--- src/rtl/sc_io_unit.sv ---
// sc_io_unit: memory-mapped board I/O for the single-cycle computer.
// Owns switch/key synchronisers, key debounce with sticky press capture,
// the LED and hex-digit registers, seven-segment decode and a cycle timer.
// Reads are combinational so a single-cycle lw completes in its own cycle.
module sc_io_unit #(
  parameter logic [31:0] IO_BASE    = 32'hFFFF_FF00,
  parameter int          DEB_CYCLES = 50000,
  parameter int          CNT_W      = 16
) (
  input  logic        clock,
  input  logic        resetn,
  input  logic [31:0] addr,
  input  logic [31:0] wdata,
  input  logic        we,
  output logic [31:0] rdata,
  output logic        io_sel,
  input  logic [9:0]  sw,
  input  logic [3:0]  key,
  output logic [9:0]  led,
  output logic [6:0]  hex0,
  output logic [6:0]  hex1,
  output logic [6:0]  hex2,
  output logic [6:0]  hex3,
  output logic [6:0]  hex4,
  output logic [6:0]  hex5
);

  localparam logic [CNT_W-1:0] DEB_LAST = CNT_W'(DEB_CYCLES - 1);

  logic [9:0]       r_swMeta, r_swSync;
  logic [3:0]       r_keyMeta, r_keySync;
  logic [3:0]       r_keyStable, r_keyEdge;
  logic [CNT_W-1:0] r_debCnt [4];
  logic [9:0]       r_led;
  logic [4:0]       r_hex [6];
  logic [31:0]      r_timer;

  logic [5:0]       w_word;
  logic             w_wrEn, w_wrEdge, w_wrLed, w_wrTimer;
  logic [3:0]       w_stableNext, w_keyRise, w_edgeClr;
  logic [CNT_W-1:0] w_cntNext [4];

  // Word offset inside the window; byte lanes are ignored (word access only).
  assign w_word    = addr[7:2];
  assign io_sel    = (addr[31:8] == IO_BASE[31:8]);
  assign w_wrEn    = we & io_sel;
  assign w_wrEdge  = w_wrEn & (w_word == 6'h02);
  assign w_wrLed   = w_wrEn & (w_word == 6'h03);
  assign w_wrTimer = w_wrEn & (w_word == 6'h0A);
  assign w_edgeClr = w_wrEdge ? wdata[3:0] : 4'b0000;
  assign w_keyRise = w_stableNext & ~r_keyStable;
  assign led       = r_led;

  // Active-low glyph lookup; bit 4 of a hex register blanks the digit.
  function automatic logic [6:0] seg7(input logic [4:0] h);
    logic [6:0] s;
    s = 7'h7F;
    if (!h[4]) begin
      case (h[3:0])
        4'h0: s = 7'h40;  4'h1: s = 7'h79;  4'h2: s = 7'h24;  4'h3: s = 7'h30;
        4'h4: s = 7'h19;  4'h5: s = 7'h12;  4'h6: s = 7'h02;  4'h7: s = 7'h78;
        4'h8: s = 7'h00;  4'h9: s = 7'h10;  4'hA: s = 7'h08;  4'hB: s = 7'h03;
        4'hC: s = 7'h46;  4'hD: s = 7'h21;  4'hE: s = 7'h06;  default: s = 7'h0E;
      endcase
    end
    return s;
  endfunction

  // Seven-segment drive straight from the hex registers.
  always_comb begin
    hex0 = seg7(r_hex[0]);
    hex1 = seg7(r_hex[1]);
    hex2 = seg7(r_hex[2]);
    hex3 = seg7(r_hex[3]);
    hex4 = seg7(r_hex[4]);
    hex5 = seg7(r_hex[5]);
  end

  // Debounce decision: count while the sample disagrees, adopt it on the last count.
  always_comb begin
    w_stableNext = r_keyStable;
    for (int i = 0; i < 4; i++) begin
      w_cntNext[i] = '0;
      if (r_keySync[i] != r_keyStable[i]) begin
        if (r_debCnt[i] == DEB_LAST) w_stableNext[i] = r_keySync[i];
        else                         w_cntNext[i]    = r_debCnt[i] + CNT_W'(1);
      end
    end
  end

  // Synchronisers, debounce state and sticky edge capture (a new press beats a clear).
  always_ff @(posedge clock) begin
    if (!resetn) begin
      r_swMeta    <= '0;
      r_swSync    <= '0;
      r_keyMeta   <= '0;
      r_keySync   <= '0;
      r_keyStable <= '0;
      r_keyEdge   <= '0;
      for (int i = 0; i < 4; i++) r_debCnt[i] <= '0;
    end else begin
      r_swMeta    <= sw;
      r_swSync    <= r_swMeta;
      r_keyMeta   <= ~key;
      r_keySync   <= r_keyMeta;
      r_keyStable <= w_stableNext;
      r_keyEdge   <= (r_keyEdge & ~w_edgeClr) | w_keyRise;
      for (int i = 0; i < 4; i++) r_debCnt[i] <= w_cntNext[i];
    end
  end

  // CPU-writable registers: LED, hex digits and the timer (a store beats the increment).
  always_ff @(posedge clock) begin
    if (!resetn) begin
      r_led   <= '0;
      r_timer <= '0;
      for (int k = 0; k < 6; k++) r_hex[k] <= 5'h10;
    end else begin
      if (w_wrLed) r_led <= wdata[9:0];
      r_timer <= w_wrTimer ? wdata : r_timer + 32'd1;
      for (int k = 0; k < 6; k++) begin
        if (w_wrEn && (w_word == 6'(4 + k))) r_hex[k] <= wdata[4:0];
      end
    end
  end

  // Combinational read mux; anything unmapped or outside the window reads 0.
  always_comb begin
    rdata = '0;
    if (io_sel) begin
      case (w_word)
        6'h00:   rdata = {22'b0, r_swSync};
        6'h01:   rdata = {28'b0, r_keyStable};
        6'h02:   rdata = {28'b0, r_keyEdge};
        6'h03:   rdata = {22'b0, r_led};
        6'h04:   rdata = {27'b0, r_hex[0]};
        6'h05:   rdata = {27'b0, r_hex[1]};
        6'h06:   rdata = {27'b0, r_hex[2]};
        6'h07:   rdata = {27'b0, r_hex[3]};
        6'h08:   rdata = {27'b0, r_hex[4]};
        6'h09:   rdata = {27'b0, r_hex[5]};
        6'h0A:   rdata = r_timer;
        default: rdata = '0;
      endcase
    end
  end

endmodule

--- config.mk ---
export PLATFORM = sky130hd
export DESIGN_NAME = sc_io_unit
export DESIGN_NICKNAME = d
export VERILOG_FILES = /design/src/rtl/sc_io_unit.sv
export SDC_FILE = /design/constraint.sdc
export NUM_CORES = 1
export LEC_CHECK = 0
export CAP_MARGIN = 40
export CORE_MARGIN = 2
export CORE_UTILIZATION = 55
export CTS_BUF_LIST = sky130_fd_sc_hd__clkbuf_2
export DETAILED_ROUTE_END_ITERATION = 8
export PLACE_DENSITY = 0.83
export SLEW_MARGIN = 20
export SYNTH_ARGS = -nofsm -noshare
export SYNTH_HDL_FRONTEND = slang
export SYNTH_SLANG_ARGS = --single-unit
export TNS_END_PERCENT = 50
--- constraint.sdc ---
create_clock -name clock -period 2.25 [get_ports clock]
set_input_delay 0.3375 -clock clock [delete_from_list [all_inputs] [get_ports clock]]
set_output_delay 0.3375 -clock clock [all_outputs]
set_load 0.02 [all_outputs]
==> results.md <==
* Synth area leaders: dfxtp_1 30%, edfxtp_1 9.4%, nor2_1 5.9%
* Tmin final at around 2.8 ns
* Register share of total power at between 50% and 60%
* Largest net degree at the start of global routing at 32
* Core ar. at ~17,000 um^2
* Seq/Total Area, Yosys at 39.2%
* Critical path peak fanout at 4
* Slew @ Worst Pin at about 0.60 ns
* Switching share of power at 28.3%
* First-pass GRT wire length at 42.5 mm
* Vias in the first global route at between 8,000 and 9,000
* Placed wire-length estimate at approximately 19 mm
* Post-synth top area cell: dfxtp_1
* Register-to-Register Path Depth at 6
* Total Power at 5.96 mW
* Mapped cell area at ~9500 um^2
* Yosys synthesis warning count at 0
* TritonCTS Buffers at 17
* # rows at 48
* WP data arrival at between 2 and 2.5 ns
* Final period utilization at 123%
* Endpoints failing hold at 0
* Violated checks: setup timing
* Cell Int Power at ~4.3 mW
* Nets at about 1,500
* Reg-to-reg endpoint: r_timer[26]
* 1st-iter DRT viols at between 700 and 800
* Worst setup SP type: flop
* Syn nets at 1,205
* Syn_area_per_cell at around 9 um^2
* Clk pwr share at 26.9%
* Global route hottest layer: met2
* Crit-path slowest cell: edfxtp_1
* Comb pwr share at 18.6%
* Max Root-Sink Buffers at 2
* CTS sink cnt at ~170
* Initial antenna violation count at 2
* Critical Path RT at 1.91 ns
* HP Start: key[3]
* Clock transition at path regs at approximately 0.22 ns
* Pleak at ~5.3 nW
* Global route overflow at 0
* Max-cap viol count at 0
* Vias post-DR at a little over 9,000
* Peak supply drop at 440 uV
* Unrepaired setup endpoints after global routing: yes
* CP bufs+invs at 4
* Crit path launch: r_hex[4][1]
* Routability congestion estimate at around 0.94
* IO Count at roughly 170
* Hold Path Class: input port to flop
* M1 GR Usage at 36.5%
* Die width at 136 um
* Vias/cell at a little under 6
* IO Port Bufs at roughly 160
* Drt drc at 0
* Initial core utilization at 55.7%
* Tot GR Track Use at between 20% and 30%
* Detail Route Antenna Nets at 0
* Place WS at -0.764 ns
* Die height at about 140 um
* CTS tree: yes
* Mapped Cells at around 1,100
* FF+latch count, synth at ~170
* Worst skew pair latency at 0.75 ns
* Crit-path max cell delay at ~0.48 ns
* Slack of the critical path at -0.524 ns
* Worst Setup End Kind: output port
* Worst Hold End: r_keyMeta[3]
* First drt pass iteration count at 5
* H-tree Lvls at 4
* Met2 usage at 49.6%
* Crit path cell chain: inv_2, buf_6, ha_4, buf_6, mux2_4, a211o_1, buf_6
* Count of cell types in the netlist at between 60 and 70
* Rel. slew slack at between 60% and 70%
* Status: finished with violations
* Drt wl/cell at roughly 18 um
* Fmax achieved at around 0.36 GHz
* Reg2reg setup slack at 0.17 ns
* Area Overhead vs Synth at 39.3%
* Fin Clk Skew at roughly 0.035 ns
* Synth top area share at between 20% and 30%
* Root buffer cell: clkbuf_2
* Worst reg2reg path startpoint: r_timer[1]
* Top cell family by delay on the critical path: buffers and inverters
* Final WL at approximately 28 mm
* Final setup vio count at 48
* Fin. max-slew vios at 0
* Layout cell share with drive strength beyond 1 at around 30%
* Setup CP Type: flop to output port
* Psw at between 1.5 and 2 mW
* Most used cell, CP: buf_6
* Met3 GRT Util at ~4.3%
* Die area at between 15,000 and 20,000 um^2
* WHS Path Cells at 2
* Power per cell area at 448 nW/um^2
## synth_stat cells (all sizes together)
| cell type | count |
|---|---|
| nor3b | 1 |
| o21ai | 61 |
| a221oi | 1 |
| a211o | 16 |
| and3b | 1 |
| o21a | 7 |
| clkbuf | 41 |
| xor2 | 42 |
| and3 | 30 |
| nand2b | 5 |
| nor2 | 152 |
| nor4b | 7 |
| nand3 | 49 |
| nand4b | 2 |
| mux2i | 21 |
| or4 | 5 |
| nor4 | 26 |
| a21boi | 1 |
| nor3 | 30 |
| nand2 | 74 |
| o22ai | 4 |
| and4 | 6 |
| a21oi | 38 |
| edfxtp | 30 |
| inv | 31 |
| or3 | 6 |
| or3b | 2 |
| nor4bb | 1 |
| mux4 | 7 |
| nand4 | 28 |
| mux2 | 12 |
| or2 | 5 |
| nand4bb | 1 |
| nand3b | 3 |
| a211oi | 17 |
| a31oi | 12 |
| dfxtp | 142 |
| a221o | 5 |
| xnor2 | 48 |
| and2 | 26 |
| o31ai | 5 |
| buf | 24 |
| ha | 41 |
| a22oi | 11 |
| nor2b | 6 |
## sequential cells by signal, indices dropped and copies added, names as in the netlist
signal	cells
r_swSync	10
r_keyEdge	4
r_timer	32
r_hex	30
led	10
r_keySync	4
r_keyMeta	4
r_swMeta	10
r_keyStable	4
r_debCnt	64
## layer usage
layer  vias to the layer above  wire, um  share of wire (%)
li1                       4406         -                  -
met1                      4421     11400                 40
met2                       398     14000                 49
met3                        74      2020                7.1
met4                         0       913                3.2
met5                         -         0                  0
## power by group through the flow
stage               clock network (mW)  logic, mW  registers, mW
finish                            1.60       1.11           3.25
global route                      1.74       1.17           3.25
CTS                               1.61      0.988           3.25
detailed placement                   0      0.884           3.31
global placement                     0      0.862           3.30
floorplan                            0      0.437           3.29
## layout make-up
| class | instances | area, um^2 |
|---|---|---|
| multi-input cells | 815 | 6000 |
| fillers | 1129 | 3830 |
| flip-flops and latches | 172 | 3740 |
| repair buffers | 329 | 2890 |
| well taps | 225 | 282 |
| clock inverters | 14 | 144 |
| inverters | 31 | 141 |
| clock buffers | 18 | 90.1 |
| diodes | 2 | 5.00 |
## kinds of logic after synthesis
group	share of synthesized area (%)
compound gates	11.6
xor+xnor	8.26
fa+ha+maj	5.38
buf+inv	4.30
flops	39.2
mux	5.27
simple gates	26.0
## worst max-delay path by stage
stage	to	slack (ns)	cells past startpoint
detailed placement	rdata[1]	-0.76	10
global route	hex3[3]	-0.67	8
global placement	rdata[1]	-0.76	10
CTS	hex4[6]	-0.50	6
finish	hex4[5]	-0.52	7
floorplan	rdata[5]	0.15	6
## cells in the final DEF, fill, tap and decap left out, types with 26 or more instances in the layout
| cell type | count |
|---|---|
| a21oi_1 | 29 |
| and2_1 | 26 |
| and3_1 | 29 |
| buf_2 | 32 |
| buf_4 | 139 |
| buf_6 | 67 |
| clkdlybuf4s50_1 | 53 |
| dfxtp_1 | 142 |
| edfxtp_1 | 30 |
| ha_4 | 27 |
| nand2_1 | 65 |
| nand3_1 | 48 |
| nand4_1 | 27 |
| nor2_1 | 141 |
| nor3_1 | 28 |
| o21ai_0 | 37 |
| xnor2_1 | 48 |
| xor2_1 | 42 |
## timing repair
item | in CTS | in global routing
gates resized for setup | 505 | 152
setup buffers | 37 | 21
hold endpoints to repair | 10 | 0
pin swaps | 51 | 33
hold buffers | 1 | 0
endpoints found under the setup margin | 75 | 80
## through the flow
stage,setup TNS [ns],util (%),instances,hold WS [ns],area (um^2)
CTS,-14.46,76.0,1587,0.0703,13000
global placement,-45.70,70.3,1518,0.415,12000
global route,-18.52,77.6,1606,0.0576,13300
detailed placement,-51.00,70.3,1518,0.419,12000
finish,-13.60,77.6,1606,0.106,13300
floorplan,0,-,1083,0.404,9540
Power figures use the tool's default switching activity.
